## config.mk

```make
export PLATFORM = sky130hd
export DESIGN_NAME = pattern_sequencer_flat
export DESIGN_NICKNAME = d
export VERILOG_FILES = /design/src/rtl/kros_pkg.sv /design/src/rtl/pattern_sequencer_if.sv /design/src/rtl/edge_detect.sv /design/src/rtl/pattern_sequencer.sv /design/src/flat_wrapper.sv
export SDC_FILE = /design/constraint.sdc
export NUM_CORES = 1
export LEC_CHECK = 0
export BUFFER_PORTS_ARGS = -buffer_cell sky130_fd_sc_hd__buf_2
export CAP_MARGIN = 40
export CORE_MARGIN = 5
export CORE_UTILIZATION = 56
export CTS_BUF_LIST = sky130_fd_sc_hd__clkbuf_4 sky130_fd_sc_hd__clkbuf_8
export DETAILED_ROUTE_END_ITERATION = 8
export HOLD_SLACK_MARGIN = 0.15
export MAX_ROUTING_LAYER = met4
export PLACE_DENSITY = 0.8
export SETUP_SLACK_MARGIN = 0.02
export SYNTH_ARGS = -nofsm -noshare
export SYNTH_HDL_FRONTEND = slang
export SYNTH_HIERARCHICAL = 1
export SYNTH_SLANG_ARGS = --single-unit
```

## constraint.sdc

```tcl
create_clock -name CLK_50 -period 2.55 [get_ports CLK_50]
set_input_delay 0.3825 -clock CLK_50 [delete_from_list [all_inputs] [get_ports CLK_50]]
set_output_delay 0.3825 -clock CLK_50 [all_outputs]
set_load 0.02 [all_outputs]
```

## src/rtl/kros_pkg.sv

```systemverilog
// ---------------------------------------------------------------------------
// kros_pkg
// Shared widths and FSM state type for the LED pattern sequencer.
//   SEQ_W  : sequence index width (16 sequences)
//   STEP_W : step index width (64 words per sequence, word 0 holds the length)
//   PAT_W  : LED pattern / ROM data width
//   ADDR_W : pattern ROM address width, {seq, step}
// ---------------------------------------------------------------------------
package kros_pkg;

    localparam int SEQ_W  = 4;
    localparam int STEP_W = 6;
    localparam int PAT_W  = 10;
    localparam int ADDR_W = SEQ_W + STEP_W;

    typedef enum logic [1:0] {
        IDLE       = 2'd0,
        LEN_WAIT   = 2'd1,
        WAIT_TICK  = 2'd2,
        FETCH_WAIT = 2'd3
    } state_e;

    // ROM word address of a given step inside a given sequence.
    function automatic logic [ADDR_W-1:0] rom_word(input logic [SEQ_W-1:0]  seq,
                                                   input logic [STEP_W-1:0] step);
        return {seq, step};
    endfunction

endpackage

```

## src/rtl/pattern_sequencer_if.sv

```systemverilog
// ---------------------------------------------------------------------------
// pattern_sequencer_if
// Read port of the external pattern ROM.
//   rom_addr : registered word address, {seq_num, step}
//   rom_q    : read data, valid ROM_LAT clocks after rom_addr changes
// Modports: master = sequencer (drives the address), slave = ROM.
// ---------------------------------------------------------------------------
interface pattern_sequencer_if;
    import kros_pkg::*;

    logic [ADDR_W-1:0] rom_addr;
    logic [PAT_W-1:0]  rom_q;

    modport master (output rom_addr, input  rom_q);
    modport slave  (input  rom_addr, output rom_q);

endinterface

```

## src/rtl/edge_detect.sv

```systemverilog
// ---------------------------------------------------------------------------
// edge_detect
// Rising-edge detector for an already debounced, synchronous level.
//   i_clk   : clock
//   i_rst_n : asynchronous active-low reset
//   i_level : input level
//   o_rise  : high for the one cycle in which i_level is seen going 0 -> 1
// ---------------------------------------------------------------------------
module edge_detect (
    input  logic i_clk,
    input  logic i_rst_n,
    input  logic i_level,
    output logic o_rise
);

    logic r_prev;
    logic r_armed;

    // r_armed stays low for the first clock after reset release so that a
    // level which is already high at release is absorbed into r_prev
    // instead of being reported as a fresh press.
    always_ff @(posedge i_clk or negedge i_rst_n) begin
        if (!i_rst_n) begin
            r_prev  <= 1'b0;
            r_armed <= 1'b0;
        end else begin
            r_prev  <= i_level;
            r_armed <= 1'b1;
        end
    end

    assign o_rise = i_level & ~r_prev & r_armed;

endmodule

```

## src/rtl/pattern_sequencer.sv

```systemverilog
// ---------------------------------------------------------------------------
// pattern_sequencer
// Plays LED patterns stored in an external ROM. Each sequence owns 64 words:
// word 0 holds the length L in bits [5:0], words 1..L hold the patterns.
// Each step_tick fetches the next pattern and shows it on led_out, wrapping
// from step L back to step 1.
//
// Parameter:
//   ROM_LAT      : ROM read latency in clocks, 1..3
// Ports:
//   CLK_50       : 50 MHz clock
//   reset        : asynchronous active-low reset
//   run          : 1 = play, 0 = pause (return to IDLE)
//   step_tick    : one-cycle advance pulse
//   seq_up       : debounced level, rising edge selects next sequence
//   seq_dn       : debounced level, rising edge selects previous sequence
//   rom          : ROM read port (rom_addr out, rom_q in)
//   led_out      : registered LED pattern
//   seq_num      : current sequence index
//   step_num     : step currently displayed, 0 when nothing shown
//   tick_overrun : one-cycle pulse when a step_tick is dropped
// ---------------------------------------------------------------------------
module pattern_sequencer
    import kros_pkg::*;
#(
    parameter int ROM_LAT = 2
) (
    input  logic                 CLK_50,
    input  logic                 reset,
    input  logic                 run,
    input  logic                 step_tick,
    input  logic                 seq_up,
    input  logic                 seq_dn,
    pattern_sequencer_if.master  rom,
    output logic [PAT_W-1:0]     led_out,
    output logic [SEQ_W-1:0]     seq_num,
    output logic [STEP_W-1:0]    step_num,
    output logic                 tick_overrun
);

    localparam logic [1:0]        LAT_LAST   = 2'(ROM_LAT);
    localparam logic [STEP_W-1:0] STEP_FIRST = STEP_W'(1);

    state_e              r_state;
    logic [1:0]          r_cnt;
    logic [STEP_W-1:0]   r_len;
    logic [STEP_W-1:0]   r_step;
    logic [ADDR_W-1:0]   r_rom_addr;
    logic [PAT_W-1:0]    r_led;
    logic [SEQ_W-1:0]    r_seq;
    logic [STEP_W-1:0]   r_step_num;
    logic                r_overrun;

    state_e              w_state_nxt;
    logic [1:0]          w_cnt_nxt;
    logic [STEP_W-1:0]   w_len_nxt;
    logic [STEP_W-1:0]   w_step_nxt;
    logic [ADDR_W-1:0]   w_rom_addr_nxt;
    logic [PAT_W-1:0]    w_led_nxt;
    logic [SEQ_W-1:0]    w_seq_nxt;
    logic [STEP_W-1:0]   w_step_num_nxt;
    logic                w_overrun_nxt;

    logic                w_up_rise;
    logic                w_dn_rise;
    logic                w_seq_chg;
    logic                w_cnt_done;
    logic [STEP_W-1:0]   w_rom_len;

    edge_detect u_up_edge (
        .i_clk   (CLK_50),
        .i_rst_n (reset),
        .i_level (seq_up),
        .o_rise  (w_up_rise)
    );

    edge_detect u_dn_edge (
        .i_clk   (CLK_50),
        .i_rst_n (reset),
        .i_level (seq_dn),
        .o_rise  (w_dn_rise)
    );

    // Simultaneous up and down presses cancel each other.
    assign w_seq_chg  = w_up_rise ^ w_dn_rise;
    assign w_cnt_done = (r_cnt == LAT_LAST);
    assign w_rom_len  = rom.rom_q[STEP_W-1:0];

    always_ff @(posedge CLK_50 or negedge reset) begin
        if (!reset) begin
            r_state    <= IDLE;
            r_cnt      <= '0;
            r_len      <= '0;
            r_step     <= STEP_FIRST;
            r_rom_addr <= '0;
            r_led      <= '0;
            r_seq      <= '0;
            r_step_num <= '0;
            r_overrun  <= 1'b0;
        end else begin
            r_state    <= w_state_nxt;
            r_cnt      <= w_cnt_nxt;
            r_len      <= w_len_nxt;
            r_step     <= w_step_nxt;
            r_rom_addr <= w_rom_addr_nxt;
            r_led      <= w_led_nxt;
            r_seq      <= w_seq_nxt;
            r_step_num <= w_step_num_nxt;
            r_overrun  <= w_overrun_nxt;
        end
    end

    always_comb begin
        w_state_nxt    = r_state;
        w_cnt_nxt      = r_cnt;
        w_len_nxt      = r_len;
        w_step_nxt     = r_step;
        w_rom_addr_nxt = r_rom_addr;
        w_led_nxt      = r_led;
        w_seq_nxt      = r_seq;
        w_step_num_nxt = r_step_num;
        w_overrun_nxt  = 1'b0;

        // The sequence index follows the buttons in every state, paused or not.
        if (w_seq_chg) begin
            w_seq_nxt = w_up_rise ? (r_seq + 1'b1) : (r_seq - 1'b1);
        end

        if (!run) begin
            // Pause: any read in flight is simply abandoned; outputs hold.
            w_state_nxt = IDLE;
        end else if (w_seq_chg && (r_state != IDLE)) begin
            // Restart on the new sequence; a tick in this cycle is dropped
            // silently because the selection change takes precedence.
            w_rom_addr_nxt = rom_word(w_seq_nxt, '0);
            w_cnt_nxt      = 2'd1;
            w_state_nxt    = LEN_WAIT;
        end else begin
            unique case (r_state)
                IDLE: begin
                    if (!w_seq_chg) begin
                        w_rom_addr_nxt = rom_word(r_seq, '0);
                        w_cnt_nxt      = 2'd1;
                        w_state_nxt    = LEN_WAIT;
                    end
                end
                LEN_WAIT: begin
                    w_overrun_nxt = step_tick;
                    if (w_cnt_done) begin
                        w_len_nxt   = w_rom_len;
                        w_step_nxt  = STEP_FIRST;
                        w_state_nxt = WAIT_TICK;
                        // An empty sequence blanks the display immediately.
                        if (w_rom_len == '0) begin
                            w_led_nxt      = '0;
                            w_step_num_nxt = '0;
                        end
                    end else begin
                        w_cnt_nxt = r_cnt + 1'b1;
                    end
                end
                WAIT_TICK: begin
                    if (step_tick && (r_len != '0)) begin
                        w_rom_addr_nxt = rom_word(r_seq, r_step);
                        w_cnt_nxt      = 2'd1;
                        w_state_nxt    = FETCH_WAIT;
                    end
                end
                FETCH_WAIT: begin
                    w_overrun_nxt = step_tick;
                    if (w_cnt_done) begin
                        w_led_nxt      = rom.rom_q;
                        w_step_num_nxt = r_step;
                        w_step_nxt     = (r_step == r_len) ? STEP_FIRST : (r_step + 1'b1);
                        w_state_nxt    = WAIT_TICK;
                    end else begin
                        w_cnt_nxt = r_cnt + 1'b1;
                    end
                end
                default: begin
                    w_state_nxt = IDLE;
                end
            endcase
        end
    end

    assign rom.rom_addr = r_rom_addr;
    assign led_out      = r_led;
    assign seq_num      = r_seq;
    assign step_num     = r_step_num;
    assign tick_overrun = r_overrun;

endmodule
```

## src/flat_wrapper.sv

```systemverilog
// flat-port wrapper written by rule: the top's interface ports become plain ports
module pattern_sequencer_flat import kros_pkg::*;
#(
    parameter int ROM_LAT = 2
)
  (CLK_50, reset, run, step_tick, seq_up, seq_dn, led_out, seq_num, step_num, tick_overrun, rom_rom_addr, rom_rom_q);
  pattern_sequencer_if rom_i ();
  input  logic CLK_50;
  input  logic reset;
  input  logic run;
  input  logic step_tick;
  input  logic seq_up;
  input  logic seq_dn;
  output logic [PAT_W-1:0] led_out;
  output logic [SEQ_W-1:0] seq_num;
  output logic [STEP_W-1:0] step_num;
  output logic tick_overrun;
  output wire logic [$bits(rom_i.rom_addr)-1:0] rom_rom_addr;
  input wire logic [$bits(rom_i.rom_q)-1:0] rom_rom_q;
  assign rom_rom_addr = rom_i.rom_addr;
  assign rom_i.rom_q = rom_rom_q;
  pattern_sequencer #(.ROM_LAT(ROM_LAT)) u_core (.CLK_50(CLK_50), .reset(reset), .run(run), .step_tick(step_tick), .seq_up(seq_up), .seq_dn(seq_dn), .rom(rom_i), .led_out(led_out), .seq_num(seq_num), .step_num(step_num), .tick_overrun(tick_overrun));
endmodule
```

# After elaboration in Yosys (flattened, before gate mapping)
# Cells that the tools add are included.
dict set report classes {
  add_sub_neg 4
  eq_ne 14
  mux 31
  bitwise_logic 8
  reduce_logical 15
}
# operator n
set op_table {}
lappend op_table {{$mux 10} 6}
lappend op_table {{$pmux 10 s2} 2}
lappend op_table {{$mux 6} 6}
lappend op_table {{$pmux 6 s2} 2}
lappend op_table {{$mux 2} 8}
lappend op_table {{$pmux 2 s3} 2}
lappend op_table {{$reduce_and 4->1} 3}
lappend op_table {{$mux 4} 2}
lappend op_table {{$ne 4x2->1 const B} 2}
lappend op_table {{$add 6x1->6 const B} 1}
lappend op_table {{$eq 2x2->1 const B} 3}
lappend op_table {{$eq 6x6->1} 1}
lappend op_table {{$logic_not 6->1} 1}
lappend op_table {{$ne 2x1->1 const B} 3}
lappend op_table {{$ne 3x3->1 const B} 2}
lappend op_table {{$reduce_and 6->1} 1}
lappend op_table {{$reduce_bool 6->1} 1}
lappend op_table {{$reduce_and 5->1} 1}
lappend op_table {{$add 4x1->4 const B} 1}
lappend op_table {{$and 1x1->1} 4}
lappend op_table {{$ne 4x4->1 const B} 1}
lappend op_table {{$reduce_bool 2->1} 2}
lappend op_table {{$sub 4x1->4 const B} 1}
lappend op_table {{$mux 1} 3}
lappend op_table {{10 further kinds} 13}
dict set report word_totals {
  reg_bits 50
  in_bits 16
}

# Logic depth before layout (Yosys ltp)
dict set report logic_depth {
  word_depth 8
  depth_mapped 8
  depth_no_buf 7
}

# Hierarchy
# The synthesis kept the hierarchy.
# mod n_inst cells_per_inst area_per_inst_um2
set modules_own_cells {}
lappend modules_own_cells {pattern_sequencer 1 219 2203.4}
lappend modules_own_cells {edge_detect 2 4 62.6}

# Worst setup path after synthesis
# Ideal clock, no wire load.
dict set report synth_timing {
  path_kind {reg-to-reg}
  from {reg u_core.u_up_edge.r_prev}
  to {reg u_core.r_rom_addr[9] (netlist: u_core/rom.rom_addr[9])}
  setup_time_ns 0.096
  t_arrival_ns 2.050
  t_required_ns 2.454
  setup_slack_ns 0.404
  path_stages_with_launch 8
  path_buffers 1
  synth_period_minus_slack_ns 2.146
  cell_sequence {dfrtp_1 -> and3b_1 -> xor2_2 -> mux2_1 -> a311o_1 -> buf_6 -> nor2b_4 -> a311oi_2}
}
dict set report synth_between {
  elab_chain_len 7
  word_cells_on_any_way 12
}
# item line_no
set synth_lines {}
lappend synth_lines {{start, declared} edge_detect.sv:16} ;# logic r_prev;
lappend synth_lines {{start signal, assigned} edge_detect.sv:27} ;# r_prev <= i_level;
lappend synth_lines {{$not 1->1 (*)} edge_detect.sv:32} ;# assign o_rise = i_level & ~r_prev & r_armed;
lappend synth_lines {{$and 1x1->1 (*) (2 in a row)} edge_detect.sv:32}
lappend synth_lines {{named net u_core.w_up_rise} pattern_sequencer.sv:64} ;# logic w_up_rise;
lappend synth_lines {{$xor 1x1->1} pattern_sequencer.sv:85} ;# assign w_seq_chg = w_up_rise ^ w_dn_rise;
lappend synth_lines {{$logic_and 1x1->1} pattern_sequencer.sv:132} ;# end else if (w_seq_chg && (r_state != IDLE)) begin
lappend synth_lines {{$ne 3x1->1 (no line), or another cell as far along} --}
lappend synth_lines {{$reduce_and 4->1 (no line)} --}
lappend synth_lines {{end signal, assigned} pattern_sequencer.sv:105} ;# r_rom_addr <= w_rom_addr_nxt;
lappend synth_lines {{end, declared} pattern_sequencer.sv:48} ;# logic [ADDR_W-1:0] r_rom_addr;
# The timed path passes the listed nets; every way through them passes the cells marked *.
# A chain may end at the register's enable or synchronous reset.

# Worst setup path after layout
dict set report layout_timing {
  from {reg u_core.u_up_edge.r_prev}
  to {reg u_core.r_rom_addr[4] (netlist: u_core/rom.rom_addr[4])}
}
dict set report layout_between {
  elab_chain_len 7
  word_cells_on_any_way 10
}
# item line_no
set layout_lines {}
lappend layout_lines {{$not 1->1 (*)} edge_detect.sv:32}
lappend layout_lines {{$and 1x1->1 (*) (2 in a row)} edge_detect.sv:32}
lappend layout_lines {{named net u_core.w_up_rise} pattern_sequencer.sv:64}
lappend layout_lines {{$xor 1x1->1 (*)} pattern_sequencer.sv:85}
lappend layout_lines {{$logic_and 1x1->1} pattern_sequencer.sv:132}
lappend layout_lines {{$ne 3x1->1 (no line), or another cell as far along} --}
lappend layout_lines {{$reduce_and 4->1 (no line)} --}
# Marks and branches as above.

==> summary.txt <==
Mapped Area: 2328 um2
clock buffer depth: 2
Sum Neg Setup Slack: 0 ns
routed wire length: 4.462 mm
vias after detailed routing: 1749
worst slew pin tran: 0.6000 ns
peak supply drop: 0.5858 mV
GRT overflow: 0
achievable clock frequency: 493.7 MHz
outcome: finished, final reports clean
synthesized flop and latch total: 51
initial drt markers: 133
CTS Root Cell: clkbuf_8
Post-DRT Antenna Nets: 0
Compound-Gate Fraction of Synth Area: 13.49%
initial antenna violation count: 0
critical path required time: 2.74 ns
vias in the first global route: 1674
Area Overhead vs Synth: 19.13%
Slew Viols, Final: 0
GPL Wtd Cong: 0.8457
row cnt: 23
CP startpoint kind: register
crit path time final: 2.026 ns
Worst Path Max Fanout: 18
clock latency on the worst-skew pair: 0.29 ns
critical setup path kind: reg2reg
syn avg cell area: 10.26 um2
Ys Warns: 6
final instance area: 2774 um2
Placed Area: 2650 um2
largest net degree at the start of global routing: 33
Post-Synth XOR/XNOR Area: 5.212%
count of cell types in the netlist: 43
Initial Util: 57.80%
mux contribution to synthesized area: 3.815%
Pre-antenna DRT Iters: 4
total track usage: 18.28%
power per cell area: 784.9 nW/um2
adder-cell share of the synthesized area: 3.009%
TritonCTS Sinks: 51
Inserted Diodes: 0
MaxCap Viol Count: 0
share of layout cells above drive strength 1: 25.09%
switching power: 673.6 uW
Chip Height: 74.48 um
Remaining DRCs: 0
Net Sw Frac: 30.94%
Seq pwr share: 49.2%
Crit. End Element: register
post_cts resized: 0
RSZ-0062 raised after global routing: false
Worst-path clk slew: 0.09 ns
Die Area: 5547 um2
Placeable Area: 4029 um2
most used flip-flop cell after synthesis: dfrtp_1
HPWL Detailed: 3.371 mm
Via-to-Cell Ratio: 5.252
share of total power in combinational logic: 25.5%
total CTS buffers: 5
WP data arrival: 2.21 ns
number of flops mapped to enable cells by yosys: 0
Port Buffers: 46
H-tree depth: 2
first-pass GRT wire length: 7.569 mm
min-delay worst type: in2reg
nets: 303
largest family of logic cells by synthesized area: simple AND/OR/NAND/NOR gates
Internal: 1.504 mW
CTS tree: yes
die width: 74.48 um
Final period util: 79.43%
FFs w/ async S/R, synth: 100.0%
Slew HR: 58.96%
WL/cell: 13.40 um
Clock Skews: 0.009059 ns
post-synthesis cell count: 227
post-synthesis sequential area ratio: 54.86%
syn nets: 248
post-synthesis simple-gate area fraction: 17.03%
I/O Pins: 47
endpoints failing setup: 0
final hold violations: 0
clock share of power: 25.3%
Leakage: 1.353 nW
Min Hold Slack: 0.2111 ns
==> final timing paths <==
| path | endpoint | slack, ns | cells past startpoint | startpoint |
|---|---|---|---|---|
| max | u_core/rom.rom_addr[4] | 0.52 | 7 | u_core/u_up_edge/r_prev |
| min | u_core/u_dn_edge/r_prev | 0.21 | 1 | seq_dn |
| max reg2reg | u_core/rom.rom_addr[4] | 0.52 | 7 | u_core/u_up_edge/r_prev |
| min reg2reg | u_core/led_out[9] | 0.48 | 2 | u_core/led_out[9] |
| max in group asynchronous | u_core/r_step[0] | 1.54 | 3 | reset |
| min in group asynchronous | u_core/seq_num[2] | 0.44 | 2 | reset |
==> registers in the layout, indices dropped and copies added (netlist names) <==
signal                    count
u_core/u_up_edge/r_prev       1
u_core/u_up_edge/r_armed      1
u_core/r_len                  6
u_core/step_num               6
u_core/r_cnt                  2
u_core/tick_overrun           1
u_core/u_dn_edge/r_prev       1
u_core/u_dn_edge/r_armed      1
u_core/led_out               10
u_core/seq_num                4
u_core/rom.rom_addr          10
u_core/r_step                 6
u_core/r_state                2
==> metrics by stage <==
| step | util [%] | worst slack, ns | total power [mW] | instances |
|---|---|---|---|---|
| finish | 68.85 | 0.5245 | 2.177 | 333 |
| global placement | 65.78 | 0.5030 | 1.621 | 324 |
| floorplan | - | 0.4040 | 1.459 | 227 |
| CTS | 68.85 | 0.5127 | 2.203 | 333 |
| detailed placement | 65.78 | 0.4447 | 1.646 | 324 |
| global route | 68.85 | 0.4020 | 2.306 | 333 |
==> logic make-up (layout without fill, tap and decap cells) <==
group / count (synthesis) / count (layout)
flops: 51 / 51
xor+xnor: 13 / 13
compound gates: 51 / 51
other cells: 2 / 2
simple gates: 86 / 86
fa+ha+maj: 5 / 5
mux: 8 / 8
buf+inv: 11 / 67
==> layout by cell type, fill, tap and decap left out, drive strengths merged, types with 3 or more instances in the layout <==
cell type and count:
ha 4, and3 4, a21oi 5, xnor2 9, nor2 9, o21ai 32, a22o 3, nor2b 4
buf 54, clkbuf 7, xor2 4, nand2 57, mux2 7, dfrtp 50, inv 4
==> power by group through the flow <==
stage | Clock (mW) | Sequential, mW | Combinational [mW]
finish | 0.550 | 1.07 | 0.555
global placement | 0 | 1.08 | 0.538
CTS | 0.570 | 1.07 | 0.561
detailed placement | 0 | 1.09 | 0.558
global route | 0.591 | 1.09 | 0.620
floorplan | 0 | 1.13 | 0.324
==> worst max-delay path: stages (launching register included) <==
cell and delay, ns:
dfrtp_1 0.37, and3b_1 0.34, xor2_2 0.18, mux2_1 0.34
a311o_1 0.35, buf_4 0.21, nand2_1 0.08, o21ai_1 0.06
==> area by class of cell <==
class	count	area [um2]
flip-flops and latches	51	1277
fillers	335	1255
multi-input cells	165	1005
repair buffers	55	300.3
clock buffers	7	83.83
well taps	50	62.56
clock inverters	1	30.03
inverters	4	15.01
==> synth_stat cells, types with 2 or more instances <==
cell / n / share of area [%]
a21o_1: 2 / 0.64
a21oi_1: 5 / 1.1
a22o_1: 3 / 1.1
and2_1: 2 / 0.54
and3_1: 4 / 1.1
and3b_1: 2 / 0.75
clkbuf_1: 5 / 0.81
conb_1: 2 / 0.32
dfrtp_1: 50 / 54
ha_1: 4 / 2.1
inv_1: 4 / 0.64
mux2_1: 6 / 2.9
nand2_1: 57 / 9.2
nor2_1: 8 / 1.3
nor2b_1: 3 / 0.81
nor3_1: 2 / 0.43
o21ai_0: 13 / 2.8
o21ai_1: 19 / 4.1
or4_1: 2 / 0.64
xnor2_1: 9 / 3.4
xor2_1: 3 / 1.1
==> what timing repair did <==
action / 4_1_cts / 5_1_grt
endpoints found under the hold margin: 5 / 0
setup endpoints to repair: 0 / 0
hold buffers: 1 / 0
buffers inserted: 0 / 0
==> per-layer routing <==
layer / track usage (%) / wire length (um) / part of all wire [%] / up-vias
met5: - / 0 / 0 / -
met4: 4.743 / 44 / 0.99 / 0
met3: 3.243 / 161 / 3.6 / 6
met2: 30.24 / 2270 / 51 / 27
met1: 23.34 / 1985 / 44 / 833
li1: - / - / - / 883
Note: power is estimated with default switching activity, not from simulation.
